<file path="config.mk">
export PLATFORM = sky130hd
export DESIGN_NAME = gpio_in_filter
export DESIGN_NICKNAME = d
export VERILOG_FILES = /design/src/rtl/gpio_in_filter.sv
export SDC_FILE = /design/constraint.sdc
export NUM_CORES = 1
export LEC_CHECK = 0
export ABC_AREA = 0
export BUFFER_PORTS_ARGS = -buffer_cell sky130_fd_sc_hd__buf_2
export CAP_MARGIN = 15
export CORE_MARGIN = 2
export CORE_UTILIZATION = 40
export CTS_CLUSTER_DIAMETER = 60
export DETAILED_ROUTE_END_ITERATION = 16
export HOLD_SLACK_MARGIN = 0.05
export PLACE_DENSITY = 0.57
export SETUP_SLACK_MARGIN = 0.15
export SLEW_MARGIN = 20
export SYNTH_ARGS = -nofsm -noshare
export SYNTH_HDL_FRONTEND = slang
export SYNTH_SLANG_ARGS = --single-unit
</file>
<file path="constraint.sdc">
create_clock -name clk -period 3.75 [get_ports clk]
set_input_delay 0.375 -clock clk [delete_from_list [all_inputs] [get_ports clk]]
set_output_delay 0.375 -clock clk [all_outputs]
set_load 0.005 [all_outputs]
</file>
<file path="src/rtl/gpio_in_filter.sv">
// -----------------------------------------------------------------------------
// gpio_in_filter
// Per-pin input conditioning between the pad wrapper and the GPIO register
// block: synchronises each asynchronous pad level, optionally debounces it with
// a prescaled glitch filter, and emits one-cycle rise/fall event pulses.
//
// Ports
//   clk         system clock (single domain)
//   reset_n     asynchronous active-low reset
//   pin_i       raw pad levels, asynchronous to clk
//   filt_en     per-pin filter enable (0 = synchronise only)
//   filt_len    ticks a new level must persist before acceptance (0 acts as 1)
//   prescale_i  tick period minus one, in clk cycles
//   gpio_o      conditioned level, registered
//   rise_o      one-cycle pulse when a gpio_o bit goes 0->1
//   fall_o      one-cycle pulse when a gpio_o bit goes 1->0
// -----------------------------------------------------------------------------
module gpio_in_filter #(
  parameter int unsigned NUM_BITS    = 32,
  parameter int unsigned SYNC_STAGES = 2,
  parameter int unsigned CNT_WIDTH   = 8,
  parameter int unsigned PRE_WIDTH   = 16
) (
  input  logic                 clk,
  input  logic                 reset_n,
  input  logic [NUM_BITS-1:0]  pin_i,
  input  logic [NUM_BITS-1:0]  filt_en,
  input  logic [CNT_WIDTH-1:0] filt_len,
  input  logic [PRE_WIDTH-1:0] prescale_i,
  output logic [NUM_BITS-1:0]  gpio_o,
  output logic [NUM_BITS-1:0]  rise_o,
  output logic [NUM_BITS-1:0]  fall_o
);

  // One extra bit so cnt+1 never overflows in the acceptance compare.
  localparam int unsigned CW1 = CNT_WIDTH + 1;

  // ---------------------------------------------------------------------------
  // Synchroniser chain; the last stage is the only view of the pad level.
  // ---------------------------------------------------------------------------
  logic [NUM_BITS-1:0] sync_q [SYNC_STAGES];
  logic [NUM_BITS-1:0] sync_c;

  always_ff @(posedge clk or negedge reset_n) begin
    if (!reset_n) begin
      for (int k = 0; k < SYNC_STAGES; k++) begin
        sync_q[k] <= '0;
      end
    end else begin
      sync_q[0] <= pin_i;
      for (int k = 1; k < SYNC_STAGES; k++) begin
        sync_q[k] <= sync_q[k-1];
      end
    end
  end

  assign sync_c = sync_q[SYNC_STAGES-1];

  // ---------------------------------------------------------------------------
  // Shared prescaler: ticks when the count reaches prescale_i. A count already
  // above a newly lowered prescale_i wraps to 0 without producing a tick.
  // ---------------------------------------------------------------------------
  logic [PRE_WIDTH-1:0] pre_cnt_q;
  logic [PRE_WIDTH-1:0] pre_cnt_d;
  logic                 tick_c;

  always_comb begin
    tick_c    = (pre_cnt_q == prescale_i);
    pre_cnt_d = (pre_cnt_q >= prescale_i) ? '0 : pre_cnt_q + PRE_WIDTH'(1);
  end

  always_ff @(posedge clk or negedge reset_n) begin
    if (!reset_n) begin
      pre_cnt_q <= '0;
    end else begin
      pre_cnt_q <= pre_cnt_d;
    end
  end

  // ---------------------------------------------------------------------------
  // Per-pin debounce / bypass next-state logic.
  // ---------------------------------------------------------------------------
  logic [CNT_WIDTH-1:0] cnt_q   [NUM_BITS];
  logic [CNT_WIDTH-1:0] cnt_d   [NUM_BITS];
  logic [CW1-1:0]       cnt_inc [NUM_BITS];
  logic [CW1-1:0]       flen_c;
  logic [NUM_BITS-1:0]  gpio_q;
  logic [NUM_BITS-1:0]  gpio_d;
  logic [NUM_BITS-1:0]  rise_q;
  logic [NUM_BITS-1:0]  fall_q;

  // A zero length behaves as one tick.
  assign flen_c = (filt_len == '0) ? CW1'(1) : {1'b0, filt_len};

  always_comb begin
    gpio_d = gpio_q;
    for (int i = 0; i < NUM_BITS; i++) begin
      cnt_d[i]   = cnt_q[i];
      cnt_inc[i] = {1'b0, cnt_q[i]} + CW1'(1);
    end

    for (int i = 0; i < NUM_BITS; i++) begin
      if (!filt_en[i]) begin
        gpio_d[i] = sync_c[i];
        cnt_d[i]  = '0;
      end else if (sync_c[i] == gpio_q[i]) begin
        // Level returned to the accepted value: discard any partial run.
        cnt_d[i] = '0;
      end else if (tick_c) begin
        // >= so a filt_len lowered below a running count accepts on this tick.
        if (cnt_inc[i] >= flen_c) begin
          gpio_d[i] = sync_c[i];
          cnt_d[i]  = '0;
        end else begin
          cnt_d[i] = cnt_inc[i][CNT_WIDTH-1:0];
        end
      end
    end
  end

  // ---------------------------------------------------------------------------
  // Counter, level and edge-pulse registers.
  // ---------------------------------------------------------------------------
  always_ff @(posedge clk or negedge reset_n) begin
    if (!reset_n) begin
      for (int i = 0; i < NUM_BITS; i++) begin
        cnt_q[i] <= '0;
      end
      gpio_q <= '0;
      rise_q <= '0;
      fall_q <= '0;
    end else begin
      for (int i = 0; i < NUM_BITS; i++) begin
        cnt_q[i] <= cnt_d[i];
      end
      gpio_q <= gpio_d;
      rise_q <= ~gpio_q & gpio_d;
      fall_q <= gpio_q & ~gpio_d;
    end
  end

  assign gpio_o = gpio_q;
  assign rise_o = rise_q;
  assign fall_o = fall_q;

endmodule

</file>
# Yosys cells after proc, flatten, opt, wreduce, memory -nomap -nowiden
# Index checks and enable logic that the tools add are counted.
# Widths: inputs -> output; s select.
# word_totals
wordCells,432
register_bits,432
in_bits,90
out_inout_bits,96
# op_classes
add_sub_neg,33
magnitude_cmp,33
n_reduce_logical,1
eq_ne,65
bitwise_logic,4
muxes,258
# ops
cell,n
$mux 8,129
$add 8x1->9 const B,32
$ge 9x8->1,32
$mux 1,128
$ne 3x1->1 const B,32
$and 32x32->32,2
$not 32->32,2
$eq 1x1->1,32
$add 16x1->16 const B,1
$eq 16x16->1,1
$ge 16x16->1,1
$mux 16,1
$logic_not 8->1,1

# Logic depth before layout (Yosys ltp)
# depth
word_depth,9
depth_mapped,12
depth_no_buf,11

# Worst setup path before layout
# Ideal clock, no wire load.
# synth_timing
kind,input port to flip-flop
from,input filt_len[3]
to,"register gpio_q[0], in the netlist gpio_o[0]"
t_arrival_ns,3.625
slack_ns,0.000
t_required_ns,3.625
n_path_buf,0
setup_ns,0.125
path_stages,9
cell_sequence,inv_1 > a41o_1 > ha_1 > nand2b_1 > a21o_1 > maj3_1 > a21o_1 > a21boi_0 > mux2_2
# synth_via
elab_chain_len,7
# synth_rtl
element,line_no,text
start: declaration,28,"input logic [CNT_WIDTH-1:0] filt_len,"
$logic_not 8->1,93,"assign flen_c = (filt_len == '0) ? CW1'(1) : {1'b0, filt_len};"
$mux 8 (*),93,
$ge 9x8->1 (*),111,if (cnt_inc[i] >= flen_c) begin
$mux 1 (*),111,
$mux 1 (*),109,end else if (tick_c) begin
$mux 1 (*),106,end else if (sync_c[i] == gpio_q[i]) begin
$mux 1 (*),103,if (!filt_en[i]) begin
via gpio_d[0],88,logic [NUM_BITS-1:0] gpio_d;
end signal: assignment,136,gpio_q <= gpio_d;
end: declaration,87,logic [NUM_BITS-1:0] gpio_q;
# The timed path passes the listed nets; every way through them passes the cells marked *.
# A chain may end at the register's enable or synchronous reset.

# Final worst setup path
# layout_timing
from,register cnt_q[64] (netlist name)
to,register cnt_q[69] (netlist name)
# layout_via
elab_chain_len,6
# layout_rtl
element,line_no,text
start: declaration,83,logic [CNT_WIDTH-1:0] cnt_q [NUM_BITS];
start signal: indexed assignment,134,cnt_q[i] <= cnt_d[i];
$add 8x1->9 (*),99,"cnt_inc[i] = {1'b0, cnt_q[i]} + CW1'(1);"
$ge 9x8->1,111,
$mux 8 (*),111,
$mux 8 (*),109,
$mux 8 (*),106,
$mux 8 (*),103,
# Every way passes the cells marked *; elsewhere a longest branch is shown, timed or not. The select of a mux whose other input is x is not followed.

==> flow_metrics.env <==
export IMPL_die_y_um=260
export IMPL_synth_cell_type_count=66
export IMPL_path_max_fanout=6
export IMPL_grt_overflow_total=0
export IMPL_pin_count=186
export IMPL_clockBufferDepth=3
export IMPL_synth_edf_count=0
export IMPL_gp_congestion=0.849
export IMPL_r2r_end="cnt_q[69]"
export IMPL_grt_max_degree=85
export IMPL_cts_sinks=432
export IMPL_portBuffers=185
export IMPL_maxCapViolCount=0
export IMPL_crit_reg2reg_launch="cnt_q[64]"
export IMPL_most_common_layout_cells="432 x dfrtp_1, 290 x nand2_1, 273 x ha_1, 185 x nand3_1, 184 x buf_2"
export IMPL_grt_total_usage=0.196
export IMPL_slew_headroom=0.484
export IMPL_viasPerCell=5.41
export IMPL_crit_end="cnt_q[69]"
export IMPL_die_width_um=260
export IMPL_post_cts_resize_count=0
export IMPL_die_area_mm2=0.0678
export IMPL_ys_seq_area_frac=0.411
export IMPL_cts_root_buf="clkbuf_16"
export IMPL_worstRegToRegCells=11
export IMPL_hold_viol_final=0
export IMPL_initial_core_util=0.406
export IMPL_fmax_mhz=318
export IMPL_worst_path_most_repeated_cell="ha_1"
export IMPL_synthesis_nets=3020
export IMPL_slowest_delay_ns=0.57
export IMPL_drt_total_wl_um=66100
export IMPL_rsz0062_at_grt="no"
export IMPL_synth_warnings=0
export IMPL_start_kind="register"
export IMPL_hold_path_class="primary input to register"
export IMPL_async_flop_share=1.00
export IMPL_drtAntennaViolNets=0
export IMPL_post_route_drc_count=0
export IMPL_slowest_stage="or4_4"
export IMPL_setup_viol=0
export IMPL_synth_seq_cells=432
export IMPL_cp_end_kind="register"
export IMPL_htreeDepth=2
export IMPL_via_count=20900
export IMPL_ir_drop_uv=304
export IMPL_synthCells=2657
export IMPL_reg2reg_setup_slack_ns=0.61
export IMPL_hold_slack_ns=0.115
export IMPL_tightest_slew_ns=0.774
export IMPL_clk_latency_ns=0.60
export IMPL_avgRoutedWirePerCell_um=17.1
export IMPL_status="finished clean"
export IMPL_finalNonFillerCells=3866
export IMPL_dp_hpwl_um=46100
export IMPL_cp_data_required_time_ns=4.27
export IMPL_critPathKind="register to register"
export IMPL_placed_cells=3734
export IMPL_layout_drive_gt1_share=0.144
export IMPL_holdBufCountCts=34
export IMPL_grt_pass1_wl_um=109000
export IMPL_final_period_utilization=0.838
export IMPL_grt_pass1_vias=21000
export IMPL_final_setup_skew_ns=0.0184
export IMPL_cp_arrival_ns=3.66
export IMPL_area_growth_pct=17.7
export IMPL_cts_tree="done"
export IMPL_path_cells="ha_1, nand3_1, or2_2, xnor2_1, ha_1, a21o_1, a21oi_1, o21ai_0, or4_4, or3_1, o21ai_1"
export IMPL_rows=93
export IMPL_antenna_found_initial=2
export IMPL_post_cts_buffers=0
export IMPL_startpoint="cnt_q[64]"
export IMPL_avgSynthCellArea_um2=9.90
export IMPL_drv_slew=0
export IMPL_power_uw=11100
export IMPL_final_common_cell="dfrtp_1"
export IMPL_synthFlopType="dfrtp_1"
export IMPL_final_util=0.478
export IMPL_cts_made_buffers=55
export IMPL_final_nets=3334
export IMPL_coreArea_mm2=0.0647
export IMPL_syn_area_mm2=0.0263
export IMPL_post_route_min_period_ns=3.14
export IMPL_tns_ns=0
export IMPL_clk_pin_slew_ns=0.06
export IMPL_p_leak_uw=0.0153
export IMPL_dr_pass1_iters=4
export IMPL_drtIter0Drc=1117
export IMPL_power_density_mw_per_mm2=359
## worst min-delay path by stage
stage	from	to	slack, ns	cells past startpoint
final	filt_en[21]	rise_o[21]	0.12	3
after global routing	filt_en[24]	rise_o[24]	0.12	3
after CTS	filt_en[21]	rise_o[21]	0.08	3
after detailed placement	sync_q[58]	sync_c[26]	0.33	0
after global placement	sync_q[58]	sync_c[26]	0.33	0
after floorplan	reset_n	cnt_q[0]	0.08	0
## layer usage
metal | GRT usage | vias to the layer above | part of all wire
li1 | - | 10300 | -
met1 | 0.259 | 10100 | 0.46
met2 | 0.327 | 355 | 0.47
met3 | 0.0323 | 139 | 0.042
met4 | 0.0676 | 2 | 0.030
met5 | 0 | - | 0.00020
## critical path, delay by kind of cell, from the launching register on
family | cells | cell delay, ns
AOI/OAI and AO/OA | 4 | 0.53
adders and majority gates | 2 | 0.59
and+or+nand+nor | 4 | 1.38
xor gates and xnor gates | 1 | 0.14
DFF | 1 | 0.44
## kinds of logic after synthesis
kind of cell | Yosys count | synth area share
AOI/OAI and AO/OA | 575 | 0.153
xor gates and xnor gates | 205 | 0.0711
adders and majority gates | 294 | 0.138
buffers and inverters | 142 | 0.0210
DFF | 432 | 0.411
muxes | 41 | 0.0173
and+or+nand+nor | 968 | 0.188
## report_power, final
part           switching (uW)  internal, uW
sequential                144          4810
combinational             643           446
clock                    2040          3030
## final cells by class
class | count | area, um^2
timing repair buffer | 297 | 2000
clock inverter | 12 | 108
sequential | 432 | 10800
clock buffer | 83 | 1620
multi-input combinational | 2083 | 14900
fill | 6055 | 33800
antenna | 2 | 5.00
inverter | 102 | 383
tap | 855 | 1070
## state kept, by name, summed over array words and instances, names as in the netlist
register and flops:
fall_o 32, pre_cnt_q 16, sync_q 32, cnt_q 256
rise_o 32, gpio_o 32, sync_c 32
## synthesized netlist by cell type, types with 64 or more instances
cell type  instances  area share
a22o_1            67       0.022
a21oi_1           90       0.017
ha_1             273        0.13
nand3_1          185       0.035
and3_1            64       0.015
o21ai_0           97       0.018
nand2_1          290       0.041
xnor2_1          144       0.048
inv_1            101       0.014
a21o_1            87       0.025
nor2_1           110       0.016
nand2b_1         115       0.027
dfrtp_1          432        0.41
## stage by stage
stage / area [um^2] / setup slack [ns]
after CTS: 30900 / 0.617
after floorplan: 26300 / 0.266
after global routing: 30900 / 0.345
after detailed placement: 28900 / 0.280
final: 30900 / 0.608
after global placement: 28900 / 0.329
No activity file was read; power rests on OpenSTA's default activity.
